<file path="config.mk">
export PLATFORM = sky130hd
export DESIGN_NAME = dds_dac_spi
export DESIGN_NICKNAME = d
export VERILOG_FILES = /design/src/rtl/dds_dac_spi.sv
export SDC_FILE = /design/constraint.sdc
export NUM_CORES = 1
export LEC_CHECK = 0
export BUFFER_PORTS_ARGS = -buffer_cell sky130_fd_sc_hd__buf_2
export CAP_MARGIN = 25
export CORE_ASPECT_RATIO = 0.75
export CORE_MARGIN = 2
export CORE_UTILIZATION = 43
export DETAILED_ROUTE_END_ITERATION = 7
export PLACE_DENSITY = 0.63
export SYNTH_ARGS = -nofsm -noshare
export SYNTH_HDL_FRONTEND = slang
export SYNTH_SLANG_ARGS = --single-unit
</file>
<file path="constraint.sdc">
create_clock -name clk -period 1.85 [get_ports clk]
set_input_delay 0.185 -clock clk [delete_from_list [all_inputs] [get_ports clk]]
set_output_delay 0.185 -clock clk [all_outputs]
set_load 0.02 [all_outputs]
</file>
<file path="src/rtl/dds_dac_spi.sv">
// Serialises one DDS sample per frame, MSB first, to a serial DAC over SPI mode 0.
// Optional build macro DAC_OFFSET_BIN_EN: invert the sample MSB at accept (two's-complement -> offset-binary).
module dds_dac_spi #(
    parameter int DATA_WIDTH = 32,
    parameter int CLK_DIV    = 2,
    parameter int CS_GAP     = 2
) (
    input  logic                  clk,
    input  logic                  rst_n,
    input  logic                  en,
    input  logic [DATA_WIDTH-1:0] din,
    input  logic                  din_valid,
    output logic                  din_ready,
    output logic                  sclk,
    output logic                  cs_n,
    output logic                  mosi,
    output logic                  busy,
    output logic                  frame_done
);

    localparam int DIV_W = $clog2(CLK_DIV + 1);
    localparam int BIT_W = $clog2(DATA_WIDTH + 1);
    localparam int GAP_W = $clog2(CS_GAP + 1);

    localparam logic [DIV_W-1:0] DIV_LAST = DIV_W'(CLK_DIV - 1);
    localparam logic [BIT_W-1:0] BIT_LAST = BIT_W'(DATA_WIDTH - 1);
    localparam logic [GAP_W-1:0] GAP_LAST = GAP_W'(CS_GAP - 1);

    typedef enum logic [1:0] {
        IDLE,
        SHIFT,
        GAP
    } state_t;

    state_t                  state;
    logic [DATA_WIDTH-1:0]   shreg;
    logic [DIV_W-1:0]        div_cnt;
    logic [BIT_W-1:0]        bit_cnt;
    logic [GAP_W-1:0]        gap_cnt;
    logic [DATA_WIDTH-1:0]   din_code;

    function automatic logic [DATA_WIDTH-1:0] to_dac_code(input logic signed [DATA_WIDTH-1:0] s);
`ifdef DAC_OFFSET_BIN_EN
        return {~s[DATA_WIDTH-1], s[DATA_WIDTH-2:0]};
`else
        return s;
`endif
    endfunction

    assign din_code  = to_dac_code(din);
    assign din_ready = en && (state == IDLE);

    always_ff @(posedge clk or negedge rst_n) begin
        if (!rst_n) begin
            state      <= IDLE;
            shreg      <= '0;
            div_cnt    <= '0;
            bit_cnt    <= '0;
            gap_cnt    <= '0;
            sclk       <= 1'b0;
            cs_n       <= 1'b1;
            mosi       <= 1'b0;
            busy       <= 1'b0;
            frame_done <= 1'b0;
        end else begin
            frame_done <= 1'b0;
            case (state)
                IDLE: begin
                    if (din_valid && din_ready) begin
                        shreg   <= din_code;
                        mosi    <= din_code[DATA_WIDTH-1];
                        cs_n    <= 1'b0;
                        busy    <= 1'b1;
                        div_cnt <= '0;
                        bit_cnt <= '0;
                        state   <= SHIFT;
                    end
                end
                SHIFT: begin
                    if (div_cnt == DIV_LAST) begin
                        div_cnt <= '0;
                        if (sclk) begin
                            // Falling toggle: the DAC has sampled the current bit on the preceding rise.
                            sclk <= 1'b0;
                            if (bit_cnt == BIT_LAST) begin
                                state      <= GAP;
                                cs_n       <= 1'b1;
                                mosi       <= 1'b0;
                                frame_done <= 1'b1;
                                bit_cnt    <= '0;
                                gap_cnt    <= '0;
                                shreg      <= '0;
                            end else begin
                                shreg   <= {shreg[DATA_WIDTH-2:0], 1'b0};
                                mosi    <= shreg[DATA_WIDTH-2];
                                bit_cnt <= bit_cnt + BIT_W'(1);
                            end
                        end else begin
                            sclk <= 1'b1;
                        end
                    end else begin
                        div_cnt <= div_cnt + DIV_W'(1);
                    end
                end
                GAP: begin
                    if (gap_cnt == GAP_LAST) begin
                        state   <= IDLE;
                        busy    <= 1'b0;
                        gap_cnt <= '0;
                    end else begin
                        gap_cnt <= gap_cnt + GAP_W'(1);
                    end
                end
                default: state <= IDLE;
            endcase
        end
    end

endmodule

</file>
# Yosys cells after proc, flatten, opt, wreduce, memory -nomap -nowiden
# Index checks and enable logic that the tools add are counted.
# totals
elab_cells	78
register_bits	48
output_inout_bits	6
# op_classes
add_sub_neg	3
reduce_logical	13
n_eq_ne	10
mux	42
# ops
op	count
31-bit two-way mux	4
31-bit case mux with 2 select lines	1
6-bit two-way mux	4
2-bit two-way mux	11
1-bit two-way mux	15
6-bit case mux with 2 select lines	1
5-bit AND reduction	2
2-bit inequality test, second input constant	4
2-bit case mux with 2 select lines	2
4-bit AND reduction	2
6-bit by 1-bit adder with 6-bit output, second input constant	1
2-bit by 1-bit == test with 1-bit output, second input constant	3
6-bit by 5-bit == test with 1-bit output, second input constant	1
1-bit case mux with 2 select lines	3
2-bit case mux with 3 select lines	1
2-bit nonzero test	3
2-bit by 1-bit adder with 2-bit output, second input constant	2
2-bit AND reduction	2
3-bit AND reduction	1
2-bit == test, second input constant	1
1-bit logical AND	2
2-bit zero test	1
2-bit by 1-bit inequality test with 1-bit output, second input constant	1

# Logic depth before layout (Yosys ltp)
# Gate-level depths: netlist (run 1).
# depth
ltp_word	5
depth_mapped	7
depth_no_buf	7

# Worst setup path after synthesis (run 1)
# OpenSTA, ideal clock, no wires.
# synth_path
path_kind	register to register
start	reg state[0]
end	reg div_cnt[1]
n_path_buf	0
period_less_slack_ps	1556
stages_incl_launch_ff	4
setup_slack_ps	294
t_required_ps	1730
arrival_time_ps	1436
path_cell_list	dfrtp_1 > nor3b_1 > nand2_1 > and3_1
# synth_via
elab_chain_len	5
elab_cells_between_ends	8
# synth_lines
element	line_no	rtl
start, declared	35	state_t state;
start signal, assigned	55	state <= IDLE;
start signal, assigned	76	state <= SHIFT;
start signal, assigned	86	state <= GAP;
2-bit zero test	51	assign din_ready = en && (state == IDLE);
1-bit logical AND	51	
net din_ready	13	output logic din_ready,
1-bit logical AND	69	if (din_valid && din_ready) begin
2-bit by 1-bit inequality test with 1-bit output (no source line)	-	
2-bit AND reduction (no source line)	-	
end signal, assigned	102	div_cnt <= div_cnt + DIV_W'(1);
end, declared	37	logic [DIV_W-1:0] div_cnt;
# The timed path passes the listed nets, and every way through them passes these cells.
# A chain may end at the register's enable or synchronous reset.

# Final worst setup path (run 1)
# layout_path
start	reg bit_cnt[0]
end	reg bit_cnt[3]
# layout_via
elab_chain_len	5
elab_cells_between_ends	6
# layout_lines
element	line_no	rtl
start, declared	38	logic [BIT_W-1:0] bit_cnt;
start signal, assigned	96	bit_cnt <= bit_cnt + BIT_W'(1);
6-bit by 1-bit adder with 6-bit output or 6-bit by 5-bit == test with 1-bit output (tied branches)	96, 85	
6-bit two-way mux (*)	85	if (bit_cnt == BIT_LAST) begin
6-bit two-way mux (*)	82	if (sclk) begin
6-bit two-way mux (*)	80	if (div_cnt == DIV_LAST) begin
6-bit case mux with 2 select lines (*)	67	case (state)
# Every way passes the cells marked *; elsewhere a longest branch is shown, timed or not. The select of a mux whose other input is x is not followed.

==> results of run 1 <==
[area by class of cell]
| type | instances | area (sq um) | share of cell area (%) |
|---|---|---|---|
| Inverter | 1 | 3.754 | 0.1455 |
| Multi-Input combinational cell | 154 | 900.9 | 34.92 |
| Timing Repair Buffer | 53 | 310.3 | 12.03 |
| Tap cell | 60 | 75.07 | 2.910 |
| Clock buffer | 5 | 68.82 | 2.667 |
| Clock inverter | 3 | 18.77 | 0.7275 |
| Sequential cell | 48 | 1202 | 46.61 |
[path summary, 6_finish.rpt]
| check | depth (start not counted) | endpoint |
|---|---|---|
| max | 6 | bit_cnt[3] |
| max in group asynchronous | 3 | cs_n |
| min in group asynchronous | 2 | bit_cnt[3] |
| min reg2reg | 2 | shreg[30] |
| max reg2reg | 6 | bit_cnt[3] |
| min | 3 | shreg[21] |
[layer usage]
| layer | up-vias | wire length [um] | part of all wire [%] |
|---|---|---|---|
| met2 | 38 | 1945 | 43 |
| met1 | 843 | 2344 | 52 |
| met5 | - | 0 | 0 |
| met4 | 0 | 21 | 0.47 |
| met3 | 4 | 172 | 3.8 |
| li1 | 870 | - | - |
[sequential cells by signal, summed over array words and instances, names as in the netlist]
| register | count |
|---|---|
| bit_cnt | 6 |
| busy | 1 |
| cs_n | 1 |
| div_cnt | 2 |
| frame_done | 1 |
| gap_cnt | 2 |
| mosi | 1 |
| sclk | 1 |
| shreg | 31 |
| state | 2 |
[power by group]
group	switching (W)	leakage [nW]	internal [W]
sequential	0.000252	0.612	0.00143
combinational	0.000882	0.623	0.000638
clock	0.000350	0.0479	0.000264
[per-stage QoR]
step	instances	hold slack [ns]	utilization [%]	worst slack (ns)	power [W]
2_1_floorplan	219	-0.1106	-	0.2942	0.002784
3_3_place_gp	315	0.1972	50.95	0.2814	0.003198
3_5_place_dp	315	0.1938	50.95	0.2440	0.003230
4_1_cts	324	0.06393	52.95	0.2244	0.003854
5_1_grt	324	0.07166	52.95	0.05702	0.004110
6_report	324	0.07170	52.95	0.2156	0.003818
[cell usage after synthesis (all sizes together)]
cell type / number
nor3b: 1
dfstp: 1
nand4: 1
dfrtp: 47
and3: 2
nor4bb: 1
or2: 1
ha: 1
o21ai: 6
nand2b: 3
a32oi: 31
clkbuf: 4
inv: 1
nand2: 74
a22o: 1
a2bb2oi: 1
mux2i: 2
nand3: 4
and3b: 1
o31ai: 3
buf: 12
nor2b: 3
o21bai: 1
or3: 1
nor2: 8
and2: 1
nor3: 2
a21oi: 3
xor2: 1
nand3b: 1
[cell families (layout without fill, tap and decap cells)]
group | after synthesis | in the layout | share of synthesized area (%)
buffers and inverters | 17 | 62 | 3.914
DFF | 48 | 48 | 55.33
muxes | 2 | 2 | 0.9212
xor gates and xnor gates | 1 | 1 | 0.4031
AOI/OAI and AO/OA | 46 | 46 | 17.50
and+or+nand+nor | 104 | 104 | 21.36
adders and majority gates | 1 | 1 | 0.5756
[worst reg2reg max path: stages, from the launching register on]
cell     delay, ns
dfrtp_1       0.39
ha_1          0.23
nand4_1       0.14
or2_1         0.25
buf_4         0.21
a32oi_1       0.21
o31ai_1       0.10
[timing repair]
action | 4_1_cts | 5_1_grt
hold endpoints to repair | 21 | 0
gates resized for setup | 0 | 0
buffers inserted | 0 | 0
hold buffers | 1 | 0
==> flow_summary_export.csv, run 1 <==
group,metric,value,unit
hold_path,hold_path.startpoint,"din[21]",
yosys,ys_seq_area_share,55.33,%
route,ant_nets,0,
grt,met3_usage,3.894,%
critical_path,slowest_delay,0.39,ns
cells_and_area,antenna_cells,0,
sta,slew_viol_final,0,
pwr,ir_drop,518.3,uV
sta,timing.final.crit_period,1.634,ns
grt,met1_usage,25.47,%
yosys,yosys.area.top_type,"dfrtp_1",
sta,maxSlewHeadroom,65.49,%
critical_path,worstPathArrival,1.81,ns
clock_tree,numClockSinks,48,
clock_tree,h-tree-depth,2,
critical_path,r2r_slack,0.22,ns
critical_path,path_delay_family,"flip-flops",
route,drc,0,
sta,setup_violations,0,
floorplan,core,4872,sq um
cells_and_area,final_area,2580,sq um
critical_path,path_max_fanout,19,
placement,portBuffers,41,
floorplan,die_w,86.09,um
floorplan,die-area,5645,sq um
placement,placed_area,2482,sq um
critical_path,path_buf_inv,1,
clock_tree,clock_path_buffers,2,
grt,antenna_found_initial,0,
cells_and_area,most-common-layout-cells,"nand2_1, dfrtp_1, buf_2, a32oi_1, buf_4",
clock_tree,numCtsBuffers,5,
yosys,yosysWarnings,0,
sta,max_clock_freq,0.6118,GHz
cells_and_area,mostFrequentLayoutCell,"nand2_1",
route,drt_iter0_markers,97,
critical_path,reg2reg_from,"bit_cnt[0]",
yosys,syn-cell-area,2173,sq um
floorplan,initial_core_util,44.61,%
grt,grt_pass1_vias,1618,
sta,hold_viol,0,
grt,grt_overflow_total,0,
yosys,synth_top_area_share,54.12,%
critical_path,required,2.03,ns
clock_tree,cts_tree,"yes",
sta,finClkSkew,0.007356,ns
grt,grt-busiest-layer,"met2",
placement,gp_congestion,0.7496,
yosys,ys_ff_latch,48,
route,routed_via_density,5.417,
route,drtPass1Iterations,4,
yosys,avgSynthCellArea,9.924,sq um
cells_and_area,area_delta_synth_final,18.71,%
sta,worst_pin_slew,0.5177,ns
critical_path,critPathKind,"flip-flop to flip-flop",
sta,rsz0062_at_grt,"false",
yosys,synthTopCellsByArea,"dfrtp_1, nand2_1, a32oi_1",
floorplan,core.rowCount,22,
floorplan,die_h,65.57,um
cells_and_area,drive_gt1_share,26.14,%
grt,track_usage,17.16,%
floorplan,ioPinCount,42,
grt,grt_start_max_net_pins,35,
sta,fin_setup_tns,0,ns
pwr,power.density,1480,nW/um^2
clock_tree,clk_transition_reported_paths,0.09,ns
critical_path,crit_path_end_kind,"flip-flop",
route,drt-total-wl,4.483,mm
yosys,synthCells,219,
placement,hpwl,3.080,mm
yosys,synth_nets,256,
grt,gr-usage-met2,25.48,%
status,status,"finished, final reports clean",
grt,grt_first_pass_wirelength,7.652,mm
cells_and_area,fillers,457,
yosys,synth.distinct_cells,38,
clock_tree,clk_latency,0.29,ns
sta,post-route-period-util,88.35,%
route,vias,1755,
critical_path,cp-start-kind,"flip-flop",
critical_path,cpMaxStageDelayCell,"dfrtp_1",
cells_and_area,final_nets,300,
route,wl_per_cell,13.84,um
pwr,power.leakage,1.283,nW
clock_tree,root_buffer,"clkbuf_8",
critical_path,path_cells,"ha_1 -> nand4_1 -> or2_1 -> buf_4 -> a32oi_1 -> o31ai_1",
job,cap_violations,0,
hold_path,hp-class,"input port to flip-flop",
critical_path,cp-startpoint,"bit_cnt[0]",
Note: power is estimated with default switching activity, not from simulation.
==> inputs of run 2 (changes only) <==
- GPL_TIMING_DRIVEN: unset -> 0
==> flow_summary_export.csv, run 2 (synthesis gave the netlist of run 1 again) <==
group,metric,value,unit
sta,slew_viol_final,0,
cells_and_area,top_regs,"shreg: 31 flops, bit_cnt: 6 flops",
sta,setup_violations,0,
floorplan,die-area,5645,sq um
route,drtPass1Iterations,4,
hold_path,hold_path.startpoint,"din[2]",
sta,fin_setup_tns,0,ns
sta,finClkSkew,0.002439,ns
cells_and_area,area_delta_synth_final,18.88,%
grt,grt_overflow_total,0,
status,status,"finished, final reports clean",
clock_tree,root_buffer,"clkbuf_8",
cells_and_area,most-common-layout-cells,"nand2_1, buf_2, dfrtp_1, a32oi_1, nor2_1",
sta,hold_viol,0,
route,drt-total-wl,4.625,mm
critical_path,critPathKind,"flip-flop to flip-flop",
sta,worst_pin_slew,0.4401,ns
floorplan,die_w,86.09,um
clock_tree,h-tree-depth,2,
cells_and_area,mostFrequentLayoutCell,"nand2_1",
sta,timing.final.crit_period,1.707,ns
pwr,power.density,1483,nW/um^2
grt,antenna_found_initial,0,
grt,grt_first_pass_wirelength,8.004,mm
hold_path,worstHoldEndpoint,"shreg[2]",
sta,rsz0062_at_grt,"false",
critical_path,path_max_fanout,10,
cells_and_area,largest-register,"shreg",
cells_and_area,antenna_cells,0,
route,drt_iter0_markers,137,
cells_and_area,fin_cells,329,
clock_tree,clk_latency,0.30,ns
grt,track_usage,18.35,%
route,vias,1755,
hold_path,hp-class,"input port to flip-flop",
route,drc,0,
pwr,totalPowerFinal,0.003831,W
placement,dp.cells,321,
placement,gp_congestion,0.7643,
critical_path,r2r_slack,0.14,ns
grt,grt_start_max_net_pins,33,
critical_path,crit_path_end_kind,"flip-flop",
floorplan,ioPinCount,42,
cells_and_area,largest_reg_flops,31,
floorplan,die_h,65.57,um
clock_tree,clk_transition_reported_paths,0.08,ns
placement,hpwl,3.206,mm
route,routed_via_density,5.334,
sta,maxSlewHeadroom,70.66,%
clock_tree,clock_path_buffers,2,
hold_path,holdPathStages,3,
pwr,ir_drop,616.2,uV
critical_path,reg2reg_from,"bit_cnt[0]",
clock_tree,numCtsBuffers,5,
clock_tree,numClockSinks,48,
floorplan,initial_core_util,44.61,%
critical_path,r2r_cells,6,
route,wl_per_cell,14.06,um
critical_path,worstPathArrival,1.90,ns
job,cap_violations,0,
sta,max_clock_freq,0.5860,GHz
cells_and_area,drive_gt1_share,26.02,%
clock_tree,cts_tree,"yes",
cells_and_area,final_nets,305,
critical_path,r2r-end,"shreg[22]",
grt,grt_pass1_vias,1635,
route,ant_nets,0,
critical_path,required,2.04,ns
sta,holdWs,0.06630,ns
pwr,power.leakage,1.285,nW
floorplan,core,4872,sq um
placement,portBuffers,41,
floorplan,core.rowCount,22,
critical_path,cp-start-kind,"flip-flop",
sta,post-route-period-util,92.25,%
clock_tree,postCtsSetupBuffers,0,
## run 2: changes by cell type in the layout (fill, tap and decap cells not counted)
cell	before	now
nor4bb_1	0	1
buf_6	0	1
clkbuf_8	5	6
nor4bb_4	1	0
clkinvlp_4	0	1
clkinv_4	1	0
buf_4	10	3
buf_2	41	49
clkbuf_1	0	4
ha_1	1	0
ha_2	0	1
clkinv_2	2	0
## run 2: stage by stage
| stage | area, sq um | setup slack, ns | utilization [%] |
|---|---|---|---|
| after global routing | 2584 | 0.02133 | 53.03 |
| final | 2584 | 0.1434 | 53.03 |
| after floorplan | 2173 | 0.2942 | - |
| after detailed placement | 2474 | 0.06831 | 50.77 |
| after CTS | 2577 | 0.04181 | 52.90 |
| after global placement | 2454 | 0.07093 | 50.36 |
## run 2: metal layers
metal	global-route usage (%)	vias to the layer above	part of all wire [%]
met5	0	-	0
met4	6.746	0	1.1
met3	4.020	5	5.3
met2	25.19	40	42
met1	28.11	836	52
li1	-	874	-
## run 2: cell type report
| cell class | count | area (sq um) |
|---|---|---|
| fill | 486 | 2288 |
| clock inverter | 1 | 7.507 |
| tap | 60 | 75.07 |
| sequential | 48 | 1202 |
| clock buffer | 7 | 86.33 |
| buffer | 15 | 85.08 |
| timing repair buffer | 43 | 235.2 |
| inverter | 1 | 3.754 |
| multi-input combinational | 154 | 888.4 |
## run 2: repair_timing
| action | CTS | global route |
|---|---|---|
| endpoints found under the setup margin | 0 | 30 |
| gates resized for setup | 0 | 7 |
| hold endpoints to repair | 16 | 0 |
| hold buffers | 1 | 0 |
## run 2: worst max-delay path, cell delays in order (launching register included)
cell     delay [ns]
dfrtp_1        0.41
ha_2           0.23
nand4_1        0.13
or2_1          0.32
buf_4          0.21
a32oi_1        0.22
nand2_1        0.08
## run 2: worst max path at each step
stage	startpoint	endpoint	slack (ns)
final	bit_cnt[0]	shreg[22]	0.14
after global routing	bit_cnt[0]	shreg[22]	0.02
after CTS	bit_cnt[0]	shreg[22]	0.04
after detailed placement	bit_cnt[0]	shreg[22]	0.07
after global placement	bit_cnt[0]	shreg[24]	0.07
after floorplan	state[0]	div_cnt[1]	0.29
## run 2: where the power goes
part | internal (W) | switching, W
registers | 0.00143 | 0.000261
clock network | 0.000304 | 0.000345
logic | 0.000607 | 0.000882
